===== src/rtl/agc_pkg.sv =====
// Shared definitions for the AGC scale servo: FSM states, datapath widths
// and the scale clamp used by the update step.
package agc_pkg;

   localparam int SCALE_UNITY = 4096;   // scale value meaning gain 1.0
   localparam int RMS_W       = 12;     // Q2.10 RMS width
   localparam int SCALE_W     = 17;     // gain scale width
   localparam int OFFSET_W    = 8;      // signed offset width

   typedef enum logic [2:0] {
      ST_IDLE,
      ST_TICK,
      ST_MEASURE,
      ST_SETTLE,
      ST_SQRT,
      ST_UPDATE,
      ST_APPLY
   } agc_state_e;

   // Clamp a signed, two-bit-wider scale candidate into [min_val, 2^SCALE_W-1].
   function automatic logic [SCALE_W-1:0] clamp_scale(input logic signed [SCALE_W+1:0] val,
                                                      input logic [SCALE_W-1:0] min_val);
      if (val < $signed({2'b00, min_val}))
         return min_val;
      if (val > $signed({2'b00, {SCALE_W{1'b1}}}))
         return {SCALE_W{1'b1}};
      return val[SCALE_W-1:0];
   endfunction

endpackage


===== src/rtl/agc_scale_servo_if.sv =====
// Bus between the AGC servo and the per-channel core: accumulator control
// and readback, plus the scale/offset load and apply strobes.
interface agc_scale_servo_if #(
   parameter int SQ_BITS = 24,
   parameter int PR_BITS = 21
);
   import agc_pkg::*;

   logic                       agc_tick;
   logic                       agc_ce;
   logic [SQ_BITS-1:0]         sq_accum;
   logic [PR_BITS-1:0]         gt_accum;
   logic [PR_BITS-1:0]         lt_accum;
   logic [SCALE_W-1:0]         scale;
   logic                       scale_ce;
   logic signed [OFFSET_W-1:0] offset;
   logic                       offset_ce;
   logic                       apply;

   modport master (
      output agc_tick, agc_ce, scale, scale_ce, offset, offset_ce, apply,
      input  sq_accum, gt_accum, lt_accum
   );

   modport slave (
      input  agc_tick, agc_ce, scale, scale_ce, offset, offset_ce, apply,
      output sq_accum, gt_accum, lt_accum
   );

endinterface


===== src/rtl/agc_isqrt.sv =====
// Digit-by-digit integer square root: floor(sqrt(in_i)), one root bit per
// clock, RMS_W clocks after start_i. valid_o stays high until the next start.
module agc_isqrt
   import agc_pkg::*;
(
   input  logic               clk_i,
   input  logic               rst_ni,
   input  logic               start_i,
   input  logic [2*RMS_W-1:0] in_i,
   output logic [RMS_W-1:0]   out_o,
   output logic               valid_o
);

   localparam int IN_W  = 2 * RMS_W;
   localparam int REM_W = RMS_W + 3;    // holds 4*rem+3 with rem <= 2*root
   localparam int CNT_W = $clog2(RMS_W);
   localparam logic [CNT_W-1:0] LAST = CNT_W'(RMS_W - 1);

   logic [IN_W-1:0]  rad_reg;
   logic [REM_W-1:0] rem_reg;
   logic [RMS_W-1:0] root_reg;
   logic [CNT_W-1:0] cnt_reg;
   logic             busy_reg;
   logic             valid_reg;

   logic [REM_W-1:0] rem_shift;
   logic [REM_W-1:0] trial;
   logic             fits;

   // Bring down the next two radicand bits and test root*4+1 against them.
   always_comb begin
      rem_shift = {rem_reg[REM_W-3:0], rad_reg[IN_W-1 -: 2]};
      trial     = REM_W'({root_reg, 2'b01});
      fits      = (rem_shift >= trial);
   end

   // Iteration registers: load on start, then resolve one root bit per clock.
   always_ff @(posedge clk_i or negedge rst_ni) begin
      if (!rst_ni) begin
         rad_reg   <= '0;
         rem_reg   <= '0;
         root_reg  <= '0;
         cnt_reg   <= '0;
         busy_reg  <= 1'b0;
         valid_reg <= 1'b0;
      end else if (start_i) begin
         rad_reg   <= in_i;
         rem_reg   <= '0;
         root_reg  <= '0;
         cnt_reg   <= '0;
         busy_reg  <= 1'b1;
         valid_reg <= 1'b0;
      end else if (busy_reg) begin
         rad_reg  <= {rad_reg[IN_W-3:0], 2'b00};
         rem_reg  <= fits ? (rem_shift - trial) : rem_shift;
         root_reg <= {root_reg[RMS_W-2:0], fits};
         cnt_reg  <= cnt_reg + CNT_W'(1);
         if (cnt_reg == LAST) begin
            busy_reg  <= 1'b0;
            valid_reg <= 1'b1;
         end
      end
   end

   assign out_o   = root_reg;
   assign valid_o = valid_reg;

endmodule


===== src/rtl/agc_scale_servo.sv =====
// AGC scale servo: runs measurement cycles on the accumulator core, takes
// the square root of the accumulated power and steps the gain scale toward
// the target RMS. Define AGC_OFFSET_SERVO_EN to also servo the DC offset
// from the probit accumulators; otherwise offset stays at zero.
module agc_scale_servo
   import agc_pkg::*;
#(
   parameter int NCLK_LOG2  = 17,
   parameter int ACC_LAT    = 4,
   parameter int SQ_BITS    = 24,
   parameter int PR_BITS    = 21,
   parameter int SCALE_INIT = SCALE_UNITY,
   parameter int SCALE_MIN  = 1024
) (
   input  logic               clk_i,
   input  logic               rst_ni,
   input  logic               run_i,
   input  logic [RMS_W-1:0]   target_i,
   input  logic [3:0]         gain_shift_i,
   agc_scale_servo_if.master  bus,
   output logic [RMS_W-1:0]   rms_o,
   output logic               done_o,
   output logic               busy_o
);

   localparam int CNT_W    = NCLK_LOG2 + 1;
   localparam int SQ_EXT_W = 2 * RMS_W;
   localparam logic [CNT_W-1:0] MEAS_LAST   = CNT_W'((1 << NCLK_LOG2) - 1);
   localparam logic [CNT_W-1:0] SETTLE_LAST = CNT_W'(ACC_LAT);
   localparam logic [CNT_W-1:0] SQRT_LAST   = CNT_W'(RMS_W - 1);

   agc_state_e state_reg, state_next;
   logic [CNT_W-1:0] cnt_reg, cnt_next;
   logic             sqrt_start;
   logic             sqrt_valid;
   logic [RMS_W-1:0] sqrt_out;

   logic [SQ_BITS-1:0]  sq_in;
   logic [SQ_EXT_W-1:0] sq_ext;

   logic [RMS_W-1:0]           rms_reg;
   logic [SCALE_W-1:0]         scale_reg;
   logic [SCALE_W-1:0]         scale_new;
   logic signed [RMS_W:0]      err;
   logic signed [RMS_W:0]      delta;
   logic signed [SCALE_W+1:0]  scale_wide;
   logic                       scale_ce_reg;
   logic                       apply_reg;
   logic                       update_en;

   assign sq_in  = bus.sq_accum;
   assign sq_ext = SQ_EXT_W'(sq_in);

   // State and shared cycle counter.
   always_ff @(posedge clk_i or negedge rst_ni) begin
      if (!rst_ni) begin
         state_reg <= ST_IDLE;
         cnt_reg   <= '0;
      end else begin
         state_reg <= state_next;
         cnt_reg   <= cnt_next;
      end
   end

   // Sequencing; the final SETTLE clock is the capture clock that starts the root.
   always_comb begin
      state_next = state_reg;
      cnt_next   = cnt_reg;
      sqrt_start = 1'b0;
      case (state_reg)
         ST_IDLE: begin
            cnt_next = '0;
            if (run_i) state_next = ST_TICK;
         end
         ST_TICK: begin
            cnt_next   = '0;
            state_next = run_i ? ST_MEASURE : ST_IDLE;
         end
         ST_MEASURE: begin
            if (!run_i) begin
               state_next = ST_IDLE;
               cnt_next   = '0;
            end else if (cnt_reg == MEAS_LAST) begin
               state_next = ST_SETTLE;
               cnt_next   = '0;
            end else begin
               cnt_next = cnt_reg + CNT_W'(1);
            end
         end
         ST_SETTLE: begin
            if (!run_i) begin
               state_next = ST_IDLE;
               cnt_next   = '0;
            end else if (cnt_reg == SETTLE_LAST) begin
               state_next = ST_SQRT;
               cnt_next   = '0;
               sqrt_start = 1'b1;
            end else begin
               cnt_next = cnt_reg + CNT_W'(1);
            end
         end
         ST_SQRT: begin
            if (cnt_reg == SQRT_LAST) begin
               state_next = ST_UPDATE;
               cnt_next   = '0;
            end else begin
               cnt_next = cnt_reg + CNT_W'(1);
            end
         end
         ST_UPDATE: state_next = ST_APPLY;
         ST_APPLY:  state_next = run_i ? ST_TICK : ST_IDLE;
         default:   state_next = ST_IDLE;
      endcase
   end

   agc_isqrt u_isqrt (
      .clk_i   (clk_i),
      .rst_ni  (rst_ni),
      .start_i (sqrt_start),
      .in_i    (sq_ext),
      .out_o   (sqrt_out),
      .valid_o (sqrt_valid)
   );

   // Error, shifted correction and clamped candidate scale.
   always_comb begin
      err        = $signed({1'b0, sqrt_out}) - $signed({1'b0, target_i});
      delta      = err >>> gain_shift_i;
      scale_wide = $signed({2'b00, scale_reg})
                 - $signed({{(SCALE_W + 1 - RMS_W){delta[RMS_W]}}, delta});
      scale_new  = clamp_scale(scale_wide, SCALE_W'(SCALE_MIN));
   end

   assign update_en = (state_reg == ST_UPDATE) && sqrt_valid;

   // Result registers; scale_ce coincides with the new scale, apply follows a clock later.
   always_ff @(posedge clk_i or negedge rst_ni) begin
      if (!rst_ni) begin
         rms_reg      <= '0;
         scale_reg    <= SCALE_W'(SCALE_INIT);
         scale_ce_reg <= 1'b0;
         apply_reg    <= 1'b0;
      end else begin
         scale_ce_reg <= update_en;
         apply_reg    <= (state_reg == ST_APPLY);
         if (update_en) begin
            rms_reg   <= sqrt_out;
            scale_reg <= scale_new;
         end
      end
   end

`ifdef AGC_OFFSET_SERVO_EN
   logic [PR_BITS-1:0]         gt_cap_reg;
   logic [PR_BITS-1:0]         lt_cap_reg;
   logic signed [OFFSET_W-1:0] offset_reg;
   logic                       offset_ce_reg;

   // Probit counts are captured on the same clock as the square accumulator.
   always_ff @(posedge clk_i or negedge rst_ni) begin
      if (!rst_ni) begin
         gt_cap_reg <= '0;
         lt_cap_reg <= '0;
      end else if (sqrt_start) begin
         gt_cap_reg <= bus.gt_accum;
         lt_cap_reg <= bus.lt_accum;
      end
   end

   // Offset steps one LSB against the probit imbalance, saturating at the rails.
   always_ff @(posedge clk_i or negedge rst_ni) begin
      if (!rst_ni) begin
         offset_reg    <= '0;
         offset_ce_reg <= 1'b0;
      end else begin
         offset_ce_reg <= update_en;
         if (update_en) begin
            if (gt_cap_reg > lt_cap_reg && offset_reg != 8'sh80)
               offset_reg <= offset_reg - 8'sd1;
            else if (lt_cap_reg > gt_cap_reg && offset_reg != 8'sh7F)
               offset_reg <= offset_reg + 8'sd1;
         end
      end
   end

   assign bus.offset    = offset_reg;
   assign bus.offset_ce = offset_ce_reg;
`else
   logic [PR_BITS-1:0] unused_probit;
   assign unused_probit = bus.gt_accum ^ bus.lt_accum;
   assign bus.offset    = '0;
   assign bus.offset_ce = 1'b0;
`endif

   assign bus.agc_tick = (state_reg == ST_TICK);
   assign bus.agc_ce   = (state_reg == ST_MEASURE);
   assign bus.scale    = scale_reg;
   assign bus.scale_ce = scale_ce_reg;
   assign bus.apply    = apply_reg;
   assign rms_o        = rms_reg;
   assign done_o       = apply_reg;
   assign busy_o       = (state_reg != ST_IDLE);

endmodule

===== src/flat_wrapper.sv =====
// flat-port wrapper written by rule: the top's interface ports become plain ports
module agc_scale_servo_flat import agc_pkg::*;
#(
   parameter int NCLK_LOG2  = 17,
   parameter int ACC_LAT    = 4,
   parameter int SQ_BITS    = 24,
   parameter int PR_BITS    = 21,
   parameter int SCALE_INIT = SCALE_UNITY,
   parameter int SCALE_MIN  = 1024
)
  (clk_i, rst_ni, run_i, target_i, gain_shift_i, rms_o, done_o, busy_o, bus_agc_tick, bus_agc_ce, bus_scale, bus_scale_ce, bus_offset, bus_offset_ce, bus_apply, bus_sq_accum, bus_gt_accum, bus_lt_accum);
  agc_scale_servo_if #(.SQ_BITS(SQ_BITS), .PR_BITS(PR_BITS)) bus_i ();
  input  logic clk_i;
  input  logic rst_ni;
  input  logic run_i;
  input  logic [RMS_W-1:0] target_i;
  input  logic [3:0] gain_shift_i;
  output logic [RMS_W-1:0] rms_o;
  output logic done_o;
  output logic busy_o;
  output wire logic [$bits(bus_i.agc_tick)-1:0] bus_agc_tick;
  output wire logic [$bits(bus_i.agc_ce)-1:0] bus_agc_ce;
  output wire logic [$bits(bus_i.scale)-1:0] bus_scale;
  output wire logic [$bits(bus_i.scale_ce)-1:0] bus_scale_ce;
  output wire logic [$bits(bus_i.offset)-1:0] bus_offset;
  output wire logic [$bits(bus_i.offset_ce)-1:0] bus_offset_ce;
  output wire logic [$bits(bus_i.apply)-1:0] bus_apply;
  input wire logic [$bits(bus_i.sq_accum)-1:0] bus_sq_accum;
  input wire logic [$bits(bus_i.gt_accum)-1:0] bus_gt_accum;
  input wire logic [$bits(bus_i.lt_accum)-1:0] bus_lt_accum;
  assign bus_agc_tick = bus_i.agc_tick;
  assign bus_agc_ce = bus_i.agc_ce;
  assign bus_scale = bus_i.scale;
  assign bus_scale_ce = bus_i.scale_ce;
  assign bus_offset = bus_i.offset;
  assign bus_offset_ce = bus_i.offset_ce;
  assign bus_apply = bus_i.apply;
  assign bus_i.sq_accum = bus_sq_accum;
  assign bus_i.gt_accum = bus_gt_accum;
  assign bus_i.lt_accum = bus_lt_accum;
  agc_scale_servo #(.NCLK_LOG2(NCLK_LOG2), .ACC_LAT(ACC_LAT), .SQ_BITS(SQ_BITS), .PR_BITS(PR_BITS), .SCALE_INIT(SCALE_INIT), .SCALE_MIN(SCALE_MIN)) u_core (.clk_i(clk_i), .rst_ni(rst_ni), .run_i(run_i), .target_i(target_i), .gain_shift_i(gain_shift_i), .bus(bus_i), .rms_o(rms_o), .done_o(done_o), .busy_o(busy_o));
endmodule

===== config.mk =====
export PLATFORM = sky130hd
export DESIGN_NAME = agc_scale_servo_flat
export DESIGN_NICKNAME = d
export VERILOG_FILES = /design/src/rtl/agc_pkg.sv /design/src/rtl/agc_scale_servo_if.sv /design/src/rtl/agc_isqrt.sv /design/src/rtl/agc_scale_servo.sv /design/src/flat_wrapper.sv
export SDC_FILE = /design/constraint.sdc
export NUM_CORES = 1
export LEC_CHECK = 0
export ABC_AREA = 1
export CAP_MARGIN = 40
export CORE_MARGIN = 4
export CORE_UTILIZATION = 40
export CTS_BUF_LIST = sky130_fd_sc_hd__clkbuf_2
export DETAILED_ROUTE_END_ITERATION = 16
export PLACE_DENSITY_LB_ADDON = 0.1
export SYNTH_ARGS = -nofsm -noshare
export SYNTH_HDL_FRONTEND = slang
export SYNTH_SLANG_ARGS = --single-unit

===== constraint.sdc =====
create_clock -name clk_i -period 4.1 [get_ports clk_i]
set_clock_uncertainty 0.1 [all_clocks]
set_input_delay 0.82 -clock clk_i [delete_from_list [all_inputs] [get_ports clk_i]]
set_output_delay 0.82 -clock clk_i [all_outputs]
set_load 0.03 [all_outputs]

==> out/metrics.cfg <==
[flow_run]
maxCapViolCount=0

[clocking]
cts_tree=built
holdBufCountCts=0
worst_skew_pair.late_latency_ps=630
htreeDepth=3
clock_path_buffers=2
numCtsBuffers=9
clkSinkCount=107
ctsRootBufferMaster=clkbuf_2
clkTransAtPathRegs_ps=290

[timing]
slew-limit-headroom=0.533
fin_ws_ps=86.1
worst_slew_pin_slew_ps=698
setup_violations=0
fin_crit_ps=4010
hold_viol=0
fin_hold_ws_ps=72.8
rsz0062_at_grt=true
post-route-period-util=0.979
slew_violations=0
max_freq_mhz=249

[floorplanning]
initial_core_util=0.410
rows=51
coreArea_um2=19700
fp.dieH_um=150
fp.dieW_um=150
ios=129
die_area_um2=22500

[synth]
yosys.area_share.xor_xnor=0.0403
synthAdderAreaFrac=0.0780
syn_area_um2=8050
synth_compound_area_frac=0.121
yosys.area_share.simple=0.316
synth_edf_count=0
yosysSeqAreaShare=0.333
synth_area_per_cell_um2=7.11
synth_top_family_by_area=simple AND/OR/NAND/NOR gates
postSynthCellCount=1132
synth_cell_types=47
synth_async_sr_flop_share=1.00
ys.flop_type=dfrtp_1
synthMuxAreaShare=0
ys_warn_count=0
ys_seq_elements=107

[global_routing]
gr-usage-all-layers=0.193
grt_max_degree=63
grt_pass1_vias=7442
grt-ovfl-total=0
antenna_found_initial=1
grt_pass1_wl_um=35500

[final_layout]
largest_reg_flops=24
drive_gt1_frac=0.235
final_area_um2=10600
syn_to_final_growth_pct=31.4
num-nets-final=1420
final_cells=1556

[min_path]
min_path_type=in -> async

[setup_path]
worstReg2RegStart=u_core.u_isqrt.out_o[0]$_DFFE_PN0P_
setup.worst_path.start_class=primary input
cp-endpoint=u_core.bus.scale[0]$_DFFE_PN0P_
cp_slowest_cell=clkdlybuf4s50_1
required_ps=4520
arrival_ps=4440
crit_start=target_i[10]
ff2ff_path_depth=32
critPathMaxFanout=5
worst-path-buf-inv=4
criticalPathCategory=in -> reg
endpoint_kind=flop
crit_top_cell=nand2_2
cp_top_family=simple AND/OR/NAND/NOR gates
rr_endpoint=u_core.bus.scale[0]$_DFFE_PN0P_
worst-path-stages=30
reg2reg_slack_ps=150
cpPeakStageDelay_ps=510

[drt]
drt_iter0_drc=412
ant_nets=0
routed_wl_um=22200
vias=7789
first_pass_iters=5
wire_per_inst_um=14.2
drc=0
vias_per_cell=5.01

[placed_design]
dp.cells=1525
place.gp.congestion=0.859
io_buffers=77
placed_area_um2=9590
place_ws_ps=-843
post-dp-hpwl_um=15700

[status]
status=finished, final reports clean

[power_and_ir_drop]
ir_drop_uv=180
power.leakage_nw=5.22
total_power_mw=6.14
power_density_nw_per_um2=580

[per-layer routing]
layer  GRT usage  part of all wire  up-vias
li1            -                 -     3995
met1       0.271              0.47     3626
met2       0.319              0.48      145
met3      0.0218             0.038       23
met4      0.0480             0.013        0
met5           0                 0        -
[timing repair]
| item | CTS | global route |
|---|---|---|
| buffers inserted | 6 | 7 |
| pin swaps | 19 | 63 |
| endpoints found under the setup margin | 17 | 17 |
| cloned | 2 | 0 |
| gates resized for setup | 39 | 134 |
[where the power goes]
group	internal [mW]	switching [mW]	total, mW
registers	1.30	0.241	1.54
clock network	0.200	0.368	0.568
logic	1.73	2.31	4.03
[worst min-delay path by stage]
stage	depth (start not counted)	end	slack, ps
2_1_floorplan	2	u_core.u_isqrt.rad_reg[15]$_DFFE_PN0P_	350
3_3_place_gp	2	u_core.u_isqrt.rad_reg[6]$_DFFE_PN0P_	360
3_5_place_dp	2	u_core.rms_o[3]$_DFFE_PN0P_	370
4_1_cts	1	u_core.u_isqrt.out_o[0]$_DFFE_PN0P_	30
5_1_grt	1	u_core.u_isqrt.rad_reg[16]$_DFFE_PN0P_	70
6_report	1	u_core.u_isqrt.out_o[0]$_DFFE_PN0P_	70
[layout by cell type, fill, tap and decap left out, drive strengths merged, types with 16 or more instances in the layout]
master / Yosys / layout
o21ai: 48 / 48
ha: 47 / 47
buf: 27 / 96
o22ai: 31 / 31
dfrtp: 106 / 106
nor2: 63 / 63
nand3: 109 / 109
nand4: 33 / 33
nand2: 344 / 346
clkdlybuf4s50: 0 / 72
nor3: 17 / 17
inv: 169 / 170
a21oi: 48 / 48
xor2: 28 / 28
o221ai: 16 / 16
[cell usage after synthesis (3+ instances only)]
library cell	count	area share
nor2_2	5	0.0039
o21ai_1	4	0.0025
nor3_1	17	0.011
inv_2	8	0.0037
nand4_1	31	0.024
ha_1	47	0.073
clkbuf_1	12	0.0056
nand2_1	334	0.16
dfrtp_1	106	0.33
buf_6	6	0.0084
o21ai_0	44	0.027
nand2_4	4	0.0056
nand3_2	3	0.0037
buf_4	14	0.013
nand3b_1	3	0.0028
a21oi_1	46	0.029
o211ai_1	6	0.0056
xor2_1	28	0.030
o221ai_1	16	0.017
buf_2	5	0.0031
xnor2_1	9	0.0098
o22ai_1	21	0.016
nand2_2	6	0.0047
nand3_1	105	0.065
inv_1	161	0.075
o22ai_2	10	0.016
nor2_1	57	0.027
[per-stage QoR]
step / util / TNS (ps)
3_5_place_dp: 0.488 / -13590
6_report: 0.538 / 0
2_1_floorplan: - / 0
5_1_grt: 0.538 / -986
3_3_place_gp: 0.488 / -13090
4_1_cts: 0.505 / 0
[layout make-up]
cell class                 instances  area (um2)
fill                            1917        9070
multi-input combinational        825        5270
sequential                       107        2680
timing repair buffer             172        1530
inverter                         171         642
tap                              265         332
clock inverter                     5        77.6
clock buffer                      10        50.0
antenna                            1        2.50
[cell families (layout without fill, tap and decap cells)]
group,Yosys count,in the layout
AO/OA/AOI/OAI,154,154
XOR/XNOR,37,37
adder cells (fa/ha/maj),49,49
buffers and inverters,210,358
flip-flops,107,107
other,1,10
AND/OR/NAND/NOR,574,576
Power figures use the tool's default switching activity.
